## src/rtl/pipe_hazard_ctrl.sv

```systemverilog
// Stall/flush controller for the 5-stage MIPS pipeline.
// Detects load-use and branch-in-ID operand hazards, freezes the whole pipe on
// Avalon waitrequest, and drains then halts the core once the PC reaches 0.
// Optional performance counters are built when PIPE_HAZARD_PERF_EN is defined.
module pipe_hazard_ctrl #(
  parameter int unsigned DRAIN_CYCLES = 4,
  parameter int unsigned CNT_W        = 32
) (
  input  logic             clk,
  input  logic             reset,
  input  logic [31:0]      IF_ID_Instruction,
  input  logic [31:0]      RegPC,
  input  logic             ID_EX_MemRead,
  input  logic             ID_EX_RegWrite,
  input  logic [4:0]       ID_EX_WriteReg,
  input  logic             EX_MEM_MemRead,
  input  logic [4:0]       EX_MEM_WriteReg,
  input  logic             instr_waitrequest,
  input  logic             data_waitrequest,
  output logic             PCWrite,
  output logic             IF_ID_Write,
  output logic             IF_ID_Flush,
  output logic             ID_EX_Flush,
  output logic             Pipe_Write,
  output logic             active,
  output logic [CNT_W-1:0] stall_cycles,
  output logic [CNT_W-1:0] cycle_count
);

  typedef enum logic [1:0] {StRun, StDrain, StHalted} state_e;

  localparam int unsigned DrainW = (DRAIN_CYCLES > 1) ? $clog2(DRAIN_CYCLES) : 1;
  localparam logic [DrainW-1:0] DrainLoad = DrainW'(DRAIN_CYCLES - 1);

  state_e            state_q, state_d;
  logic [DrainW-1:0] drain_q, drain_d;

  logic [5:0] opcode, funct;
  logic [4:0] rs, rt;
  logic       is_jr, uses_rs, uses_rt, branch_id;
  logic       match_ex, match_mem, hazard, freeze, bubble;

  assign opcode = IF_ID_Instruction[31:26];
  assign funct  = IF_ID_Instruction[5:0];
  assign rs     = IF_ID_Instruction[25:21];
  assign rt     = IF_ID_Instruction[20:16];

  // Decode which source registers the ID instruction reads and whether it resolves in ID
  always_comb begin
    is_jr     = (opcode == 6'b000000) && (funct == 6'b001000 || funct == 6'b001001);
    uses_rs   = (opcode != 6'b000010) && (opcode != 6'b000011);
    uses_rt   = ((opcode == 6'b000000) && !is_jr) || (opcode == 6'b000100) ||
                (opcode == 6'b000101) || (opcode[5:3] == 3'b101);
    branch_id = (opcode == 6'b000100) || (opcode == 6'b000101) || (opcode == 6'b000110) ||
                (opcode == 6'b000111) || (opcode == 6'b000001) || is_jr;
  end

  // Register 0 is hard-wired, so it never creates a dependency
  assign match_ex  = (ID_EX_WriteReg != 5'd0) &&
                     ((uses_rs && rs == ID_EX_WriteReg) || (uses_rt && rt == ID_EX_WriteReg));
  assign match_mem = (EX_MEM_WriteReg != 5'd0) &&
                     ((uses_rs && rs == EX_MEM_WriteReg) || (uses_rt && rt == EX_MEM_WriteReg));

  assign hazard = ((ID_EX_MemRead || (branch_id && ID_EX_RegWrite)) && match_ex) ||
                  (branch_id && EX_MEM_MemRead && match_mem);
  assign freeze = instr_waitrequest || data_waitrequest;

  // Next-state and pipeline control outputs
  always_comb begin
    state_d     = state_q;
    drain_d     = drain_q;
    PCWrite     = 1'b0;
    IF_ID_Write = 1'b0;
    IF_ID_Flush = 1'b0;
    ID_EX_Flush = 1'b0;
    Pipe_Write  = 1'b0;
    active      = 1'b0;
    bubble      = 1'b0;
    if (reset) begin
      PCWrite     = 1'b1;
      IF_ID_Write = 1'b1;
      IF_ID_Flush = 1'b1;
      ID_EX_Flush = 1'b1;
      Pipe_Write  = 1'b1;
      state_d     = StRun;
      drain_d     = '0;
    end else begin
      unique case (state_q)
        StRun: begin
          active = 1'b1;
          if (freeze) begin
            // Full freeze: every register holds, a pending bubble waits
          end else if (hazard) begin
            ID_EX_Flush = 1'b1;
            Pipe_Write  = 1'b1;
            bubble      = 1'b1;
          end else begin
            PCWrite     = 1'b1;
            IF_ID_Write = 1'b1;
            Pipe_Write  = 1'b1;
          end
          if (RegPC == 32'd0 && !freeze) begin
            state_d = StDrain;
            drain_d = DrainLoad;
          end
        end
        StDrain: begin
          active      = 1'b1;
          IF_ID_Flush = 1'b1;
          IF_ID_Write = !freeze && !hazard;
          ID_EX_Flush = hazard && !freeze;
          bubble      = hazard && !freeze;
          Pipe_Write  = !freeze;
          if (!freeze) begin
            if (drain_q == '0) begin
              state_d = StHalted;
            end else begin
              drain_d = drain_q - 1'b1;
            end
          end
        end
        StHalted: begin
          IF_ID_Flush = 1'b1;
          ID_EX_Flush = 1'b1;
          Pipe_Write  = 1'b1;
        end
        default: state_d = StRun;
      endcase
    end
  end

  // State and drain counter registers
  always_ff @(posedge clk) begin
    if (reset) begin
      state_q <= StRun;
      drain_q <= '0;
    end else begin
      state_q <= state_d;
      drain_q <= drain_d;
    end
  end

`ifdef PIPE_HAZARD_PERF_EN
  logic [CNT_W-1:0] stall_q, stall_d, cyc_q, cyc_d;

  // Saturating counter next-state
  always_comb begin
    stall_d = stall_q;
    cyc_d   = cyc_q;
    if (bubble && stall_q != '1) stall_d = stall_q + 1'b1;
    if (active && !freeze && cyc_q != '1) cyc_d = cyc_q + 1'b1;
  end

  // Performance counter registers
  always_ff @(posedge clk) begin
    if (reset) begin
      stall_q <= '0;
      cyc_q   <= '0;
    end else begin
      stall_q <= stall_d;
      cyc_q   <= cyc_d;
    end
  end

  assign stall_cycles = stall_q;
  assign cycle_count  = cyc_q;
`else
  logic unused_bubble;
  assign unused_bubble = bubble;
  assign stall_cycles  = '0;
  assign cycle_count   = '0;
`endif

endmodule

```

## config.mk

```make
export PLATFORM = sky130hd
export DESIGN_NAME = pipe_hazard_ctrl
export DESIGN_NICKNAME = d
export VERILOG_FILES = /design/src/rtl/pipe_hazard_ctrl.sv
export SDC_FILE = /design/constraint.sdc
export NUM_CORES = 1
export LEC_CHECK = 0
export BUFFER_PORTS_ARGS = -buffer_cell sky130_fd_sc_hd__buf_2
export CAP_MARGIN = 20
export CORE_ASPECT_RATIO = 1.75
export CORE_MARGIN = 2
export CORE_UTILIZATION = 33
export CTS_BUF_LIST = sky130_fd_sc_hd__clkbuf_8 sky130_fd_sc_hd__clkbuf_16
export DETAILED_ROUTE_END_ITERATION = 8
export GPL_ROUTABILITY_DRIVEN = 0
export PLACE_DENSITY = 0.82
export SYNTH_ARGS = -nofsm -noshare
export SYNTH_HDL_FRONTEND = slang
export SYNTH_SLANG_ARGS = --single-unit
```

## constraint.sdc

```tcl
create_clock -name clk -period 2.1 [get_ports clk]
set_clock_uncertainty 0.2 [all_clocks]
set_input_delay 0 -clock clk [delete_from_list [all_inputs] [get_ports clk]]
set_output_delay 0 -clock clk [all_outputs]
set_load 0.02 [all_outputs]
```

Word-level counts from Yosys, hierarchy flattened
Cells that the tools add are included.
- muxes and demuxes: 25
- $add $sub $neg: 1
- equal/unequal tests: 20
- bitwise gates (word level): 1
- reductions and logical operators: 44
- operator list (kind ; number):
    logical NOT 32 bit ; 1
    equality test 6 x 3 -> 1 bit (second input constant) ; 4
    equality test 5 bit ; 4
    logical AND 1 bit ; 16
    logical OR 1 bit ; 14
    2-to-1 mux 1 bit ; 14
    equality test 6 x 4 -> 1 bit (second input constant) ; 2
    2-to-1 mux 2 bit ; 6
    != test 6 x 2 -> 1 bit (second input constant) ; 2
    nonzero test 5 bit ; 2
    != test 2 bit (second input constant) ; 4
    AND reduction 4 bit ; 2
    equality test 6 x 1 -> 1 bit (second input constant) ; 1
    logical NOT 6 bit ; 1
    case mux 1 bit (3 select lines) ; 2
    case mux 2 bit (3 select lines) ; 1
    logical NOT 2 bit ; 2
    case mux 2 bit (2 select lines) ; 1
    OR reduction 2 bit ; 2
    equality test 3 bit (second input constant) ; 1
    logical NOT 1 bit ; 3
    equality test 2 x 1 -> 1 bit (second input constant) ; 1
    equality test 2 bit (second input constant) ; 1
    case mux 1 bit (2 select lines) ; 1
    3 further kinds ; 3
- output and inout bits: 70
- flip-flop bits (word level): 4
- input port bits: 81
- word-level logic and storage cells: 93

Logic depth before layout (Yosys ltp)
- depth after elaboration: 17
- mapped depth: 7
- mapped depth without buffers: 7

Worst setup path after synthesis
Ideal clock, no wire load.
- kind: in2out
- start point: input port IF_ID_Instruction[5]
- end point: output port ID_EX_Flush
- buffers on the path: 0
- arrival time: 1.447 ns
- stages: 6
- data required time: 1.900 ns
- path slack: 0.453 ns
- cell sequence: nand2b_1 -> or4_4 -> a21o_1 -> o21ai_2 -> a22oi_2 -> o21ai_0
- longest elaborated chain between the ends: 17
- elaborated cells on any way between the ends: 27
- classes of those cells: eq/ne: 2; mux: 4; reduce/logical: 21
- RTL lines (item ; line ; text):
    start, declared ; 11 ; input logic [31:0] IF_ID_Instruction,
    equality test 6 x 4 -> 1 bit ; 50 ; is_jr = (opcode == 6'b000000) && (funct == 6'b001000 || funct == 6'b001001);
    logical OR 1 bit (*) ; 50 ;
    logical AND 1 bit (*) ; 50 ;
    logical NOT 1 bit ; 52 ; uses_rt = ((opcode == 6'b000000) && !is_jr) || (opcode == 6'b000100) ||
    logical AND 1 bit ; 52 ;
    logical OR 1 bit (2 in a row) ; 52 ;
    logical OR 1 bit ; 53 ; (opcode == 6'b000101) || (opcode[5:3] == 3'b101);
    logical AND 1 bit, on equally long branches ; 60, 62 ;
    logical OR 1 bit, on equally long branches ; 60, 62 ;
    logical AND 1 bit, on equally long branches ; 59, 61 ;
    logical AND 1 bit, on equally long branches ; 64, 65 ;
    logical OR 1 bit (*) ; 64 ; assign hazard = ((ID_EX_MemRead || (branch_id && ID_EX_RegWrite)) && match_ex) ||
    2-to-1 mux 1 bit ; 93 ; end else if (hazard) begin
    2-to-1 mux 1 bit ; 91 ; if (freeze) begin
    case mux 1 bit (3 select lines) (*) ; 88 ; unique case (state_q)
    2-to-1 mux 1 bit (*) ; 79 ; if (reset) begin
    end, declared ; 23 ; output logic ID_EX_Flush,
Every way passes the cells marked *; elsewhere a longest branch is shown, timed or not.

Worst setup path after layout
- start point: input port EX_MEM_WriteReg[0]
- end point: output port PCWrite
- longest elaborated chain between the ends: 10
- elaborated cells on any way between the ends: 13
- classes of those cells: eq/ne: 2; mux: 4; reduce/logical: 7
- RTL lines (item ; line ; text):
    start, declared ; 17 ; input logic [4:0] EX_MEM_WriteReg,
    equality test 5 bit ; 62 ; ((uses_rs && rs == EX_MEM_WriteReg) || (uses_rt && rt == EX_MEM_WriteReg));
    logical AND 1 bit ; 62 ;
    logical OR 1 bit ; 62 ;
    logical AND 1 bit (*) ; 61 ; assign match_mem = (EX_MEM_WriteReg != 5'd0) &&
    logical AND 1 bit (*) ; 65 ; (branch_id && EX_MEM_MemRead && match_mem);
    logical OR 1 bit (*) ; 64 ;
    2-to-1 mux 1 bit (*) ; 93 ;
    2-to-1 mux 1 bit (*) ; 91 ;
    2-to-1 mux 1 bit (*) ; 88 ;
    2-to-1 mux 1 bit (*) ; 79 ;
    end, declared ; 20 ; output logic PCWrite,
Marked as above.

==> flow_metrics.env <==
export IMPL_root_buffer="clkbuf_8"
export IMPL_antenna_cells=0
export IMPL_hold_path_depth=6
export IMPL_syn_area_per_cell_um2=7.06
export IMPL_setup_violations=0
export IMPL_rr_endpoint="state_q[1]"
export IMPL_multiInputGateArea_um2=871
export IMPL_cp_common_cell="buf_2"
export IMPL_cp_start_kind="input pin"
export IMPL_drv_slew=0
export IMPL_cts_sinks=4
export IMPL_sw_frac_of_total=0.435
export IMPL_antenna_found_initial=0
export IMPL_grt_pass1_vias=1188
export IMPL_hold_path_class="in -> reg"
export IMPL_maxCapViolations=0
export IMPL_grt_pass1_wl_mm=4.44
export IMPL_seqPwrFrac=0.150
export IMPL_final_seq_area_um2=80.1
export IMPL_slowest_delay_ns=0.52
export IMPL_drt_first_pass_iters=4
export IMPL_layout_commonest_cell="buf_2"
export IMPL_setup_tns_final_ns=0
export IMPL_cts_max_level=1
export IMPL_yosysSeqAreaShare=0.0656
export IMPL_synth_seq_cells=4
export IMPL_synth_area_top_cells="buf_4, xnor2_1, dfxtp_1"
export IMPL_layout_common_cells="buf_2, conb_1, xnor2_1, nand2_1, nor2_1"
export IMPL_area_delta_synth_final_pct=19.4
export IMPL_die_area_mm2=0.00422
export IMPL_die_x_um=50.0
export IMPL_p_int_uw=289
export IMPL_synth_edff_count=0
export IMPL_yosys_area_top_type="buf_4"
export IMPL_drc_errors=0
export IMPL_hp_start="RegPC[22]"
export IMPL_track_usage=0.134
export IMPL_postRouteAntennaNets=0
export IMPL_ys_flop_type="dfxtp_1"
export IMPL_grt_max_degree=10
export IMPL_switchingPower_uw=223
export IMPL_combPwrFrac=0.530
export IMPL_endpoint_kind="output port"
export IMPL_clkTransAtPathRegs_ns=0.03
export IMPL_hold_viol=0
export IMPL_syn_inst=173
export IMPL_synthArstFlopShare=0
export IMPL_rows=29
export IMPL_crit_chain="buf_2 -> or4_1 -> o21ai_0 -> nor2_1 -> a22oi_2 -> a31o_1 -> buf_2"
export IMPL_nNetsFinal=337
export IMPL_worst_path_max_fanout=3
export IMPL_p_leak_nw=0.760
export IMPL_tritoncts="done"
export IMPL_clock_latency_ns=0.22
export IMPL_power_density_mw_per_mm2=351
export IMPL_clockBufferDepth=2
export IMPL_synth_cell_area_mm2=0.00122
export IMPL_pwr_share_clk=0.321
export IMPL_dr_first_iter_drc_count=18
export IMPL_dp_hpwl_mm=2.76
export IMPL_coreArea_mm2=0.00359
export IMPL_num_io_pins=151
export IMPL_whs_ns=0.0527
export IMPL_fmax_ghz=0.559
export IMPL_ir_worst_vdd_mv=0.401
export IMPL_status="finished clean"
export IMPL_via_count=1274
export IMPL_yosys_area_top_type_share=0.393
export IMPL_cts_buffers=3
export IMPL_grt_overflow=0
export IMPL_worstPathArrival_ns=1.59
export IMPL_post_route_min_period_ns=1.79
export IMPL_wire_per_inst_um=10.2
export IMPL_routed_wl_mm=3.03
export IMPL_post_cts_buffers=0
export IMPL_rsz0062_at_grt="no"
export IMPL_worstPathRequired_ns=1.90
export IMPL_reg2reg_depth=6
export IMPL_synth_cell_type_count=30
export IMPL_drive_above_1_share=0.332
export IMPL_hold_end="state_q[0]"
export IMPL_io_buffers=75
export IMPL_rr_startpoint="state_q[1]"
export IMPL_yosysWarnings=0
export IMPL_ff2ff_setup_slack_ns=0.36
export IMPL_initial_utilization=0.340
export IMPL_routed_via_density=4.30
export IMPL_fin_crit_sh=0.852
export IMPL_cts_resized=0
export IMPL_die_h_um=84.5
export IMPL_crit_type="in -> out"
export IMPL_n_fill_cell=404
export IMPL_worst_path_max_delay_cell="or4_1"
## state kept, by name (all words and copies together) (netlist names)
register  flops
state_q       2
drain_q       2
## layer usage
layer | vias to the layer above | track usage | share of wire
li1 | 610 | - | -
met1 | 557 | 0.0940 | 0.27
met2 | 100 | 0.293 | 0.59
met3 | 7 | 0.0214 | 0.11
met4 | 0 | 0.0758 | 0.028
met5 | - | 0 | 0
## cell families (layout without fill, tap and decap cells)
group                    Yosys count  count (layout)  synth area share
AO/OA/AOI/OAI                     19              19             0.107
XOR/XNOR                          20              20             0.143
adder cells (fa/ha/maj)            4               4            0.0410
buffers and inverters             71              85             0.415
flip-flops                         4               4            0.0656
multiplexers                       1               1           0.00820
other                              1              64           0.00307
AND/OR/NAND/NOR                   53              53             0.217
## layout make-up
class | instances | area share
multi-input combinational | 161 | 0.597
timing repair buffer | 76 | 0.264
sequential | 4 | 0.0549
tap | 46 | 0.0395
clock buffer | 3 | 0.0283
inverter | 6 | 0.0155
## cells in the mapped netlist, types with 2 or more instances
master	n
nand2_1	13
nand3_1	6
nor2_1	10
dfxtp_1	4
inv_1	6
o32ai_1	2
nand4_1	2
a21oi_1	5
xor2_1	6
nor3_1	6
a211oi_1	2
nor4_1	9
o21ai_0	4
xnor2_1	14
ha_1	4
buf_4	64
nand2b_1	3
## critical path, delay by kind of cell
kind,cells,cell delay [ns]
buffers and inverters,2,0.29
AOI/OAI and AO/OA,3,0.70
and+or+nand+nor,2,0.61
## metrics by stage
step | area, µm² | utilization | cells | power [mW] | worst slack, ns
floorplan | 1460 | - | 236 | 0.340 | 0.453
global placement | 1410 | 0.392 | 292 | 0.343 | 0.346
detailed placement | 1410 | 0.392 | 292 | 0.345 | 0.302
CTS | 1460 | 0.406 | 296 | 0.516 | 0.296
global route | 1460 | 0.406 | 296 | 0.548 | 0.216
finish | 1460 | 0.406 | 296 | 0.512 | 0.311
## worst max-delay path by stage
stage | startpoint | end | slack, ns | depth (start not counted)
detailed placement | EX_MEM_WriteReg[0] | PCWrite | 0.30 | 7
finish | EX_MEM_WriteReg[0] | PCWrite | 0.31 | 7
global route | state_q[1] | state_q[1] | 0.22 | 6
global placement | IF_ID_Instruction[5] | PCWrite | 0.35 | 8
floorplan | IF_ID_Instruction[5] | ID_EX_Flush | 0.45 | 6
CTS | EX_MEM_WriteReg[0] | PCWrite | 0.30 | 7
## power by group through the flow
stage	Sequential, mW	Combinational, mW	Clock [mW]
global placement	0.0776	0.265	0
global route	0.0764	0.293	0.179
detailed placement	0.0776	0.268	0
finish	0.0766	0.271	0.164
CTS	0.0765	0.270	0.170
floorplan	0.0776	0.263	0
## repair_timing
action	in CTS	in global routing
hold endpoints to repair	4	0
endpoints found under the setup margin	0	0
hold buffers	1	0
(Power assumes the default switching activity.)
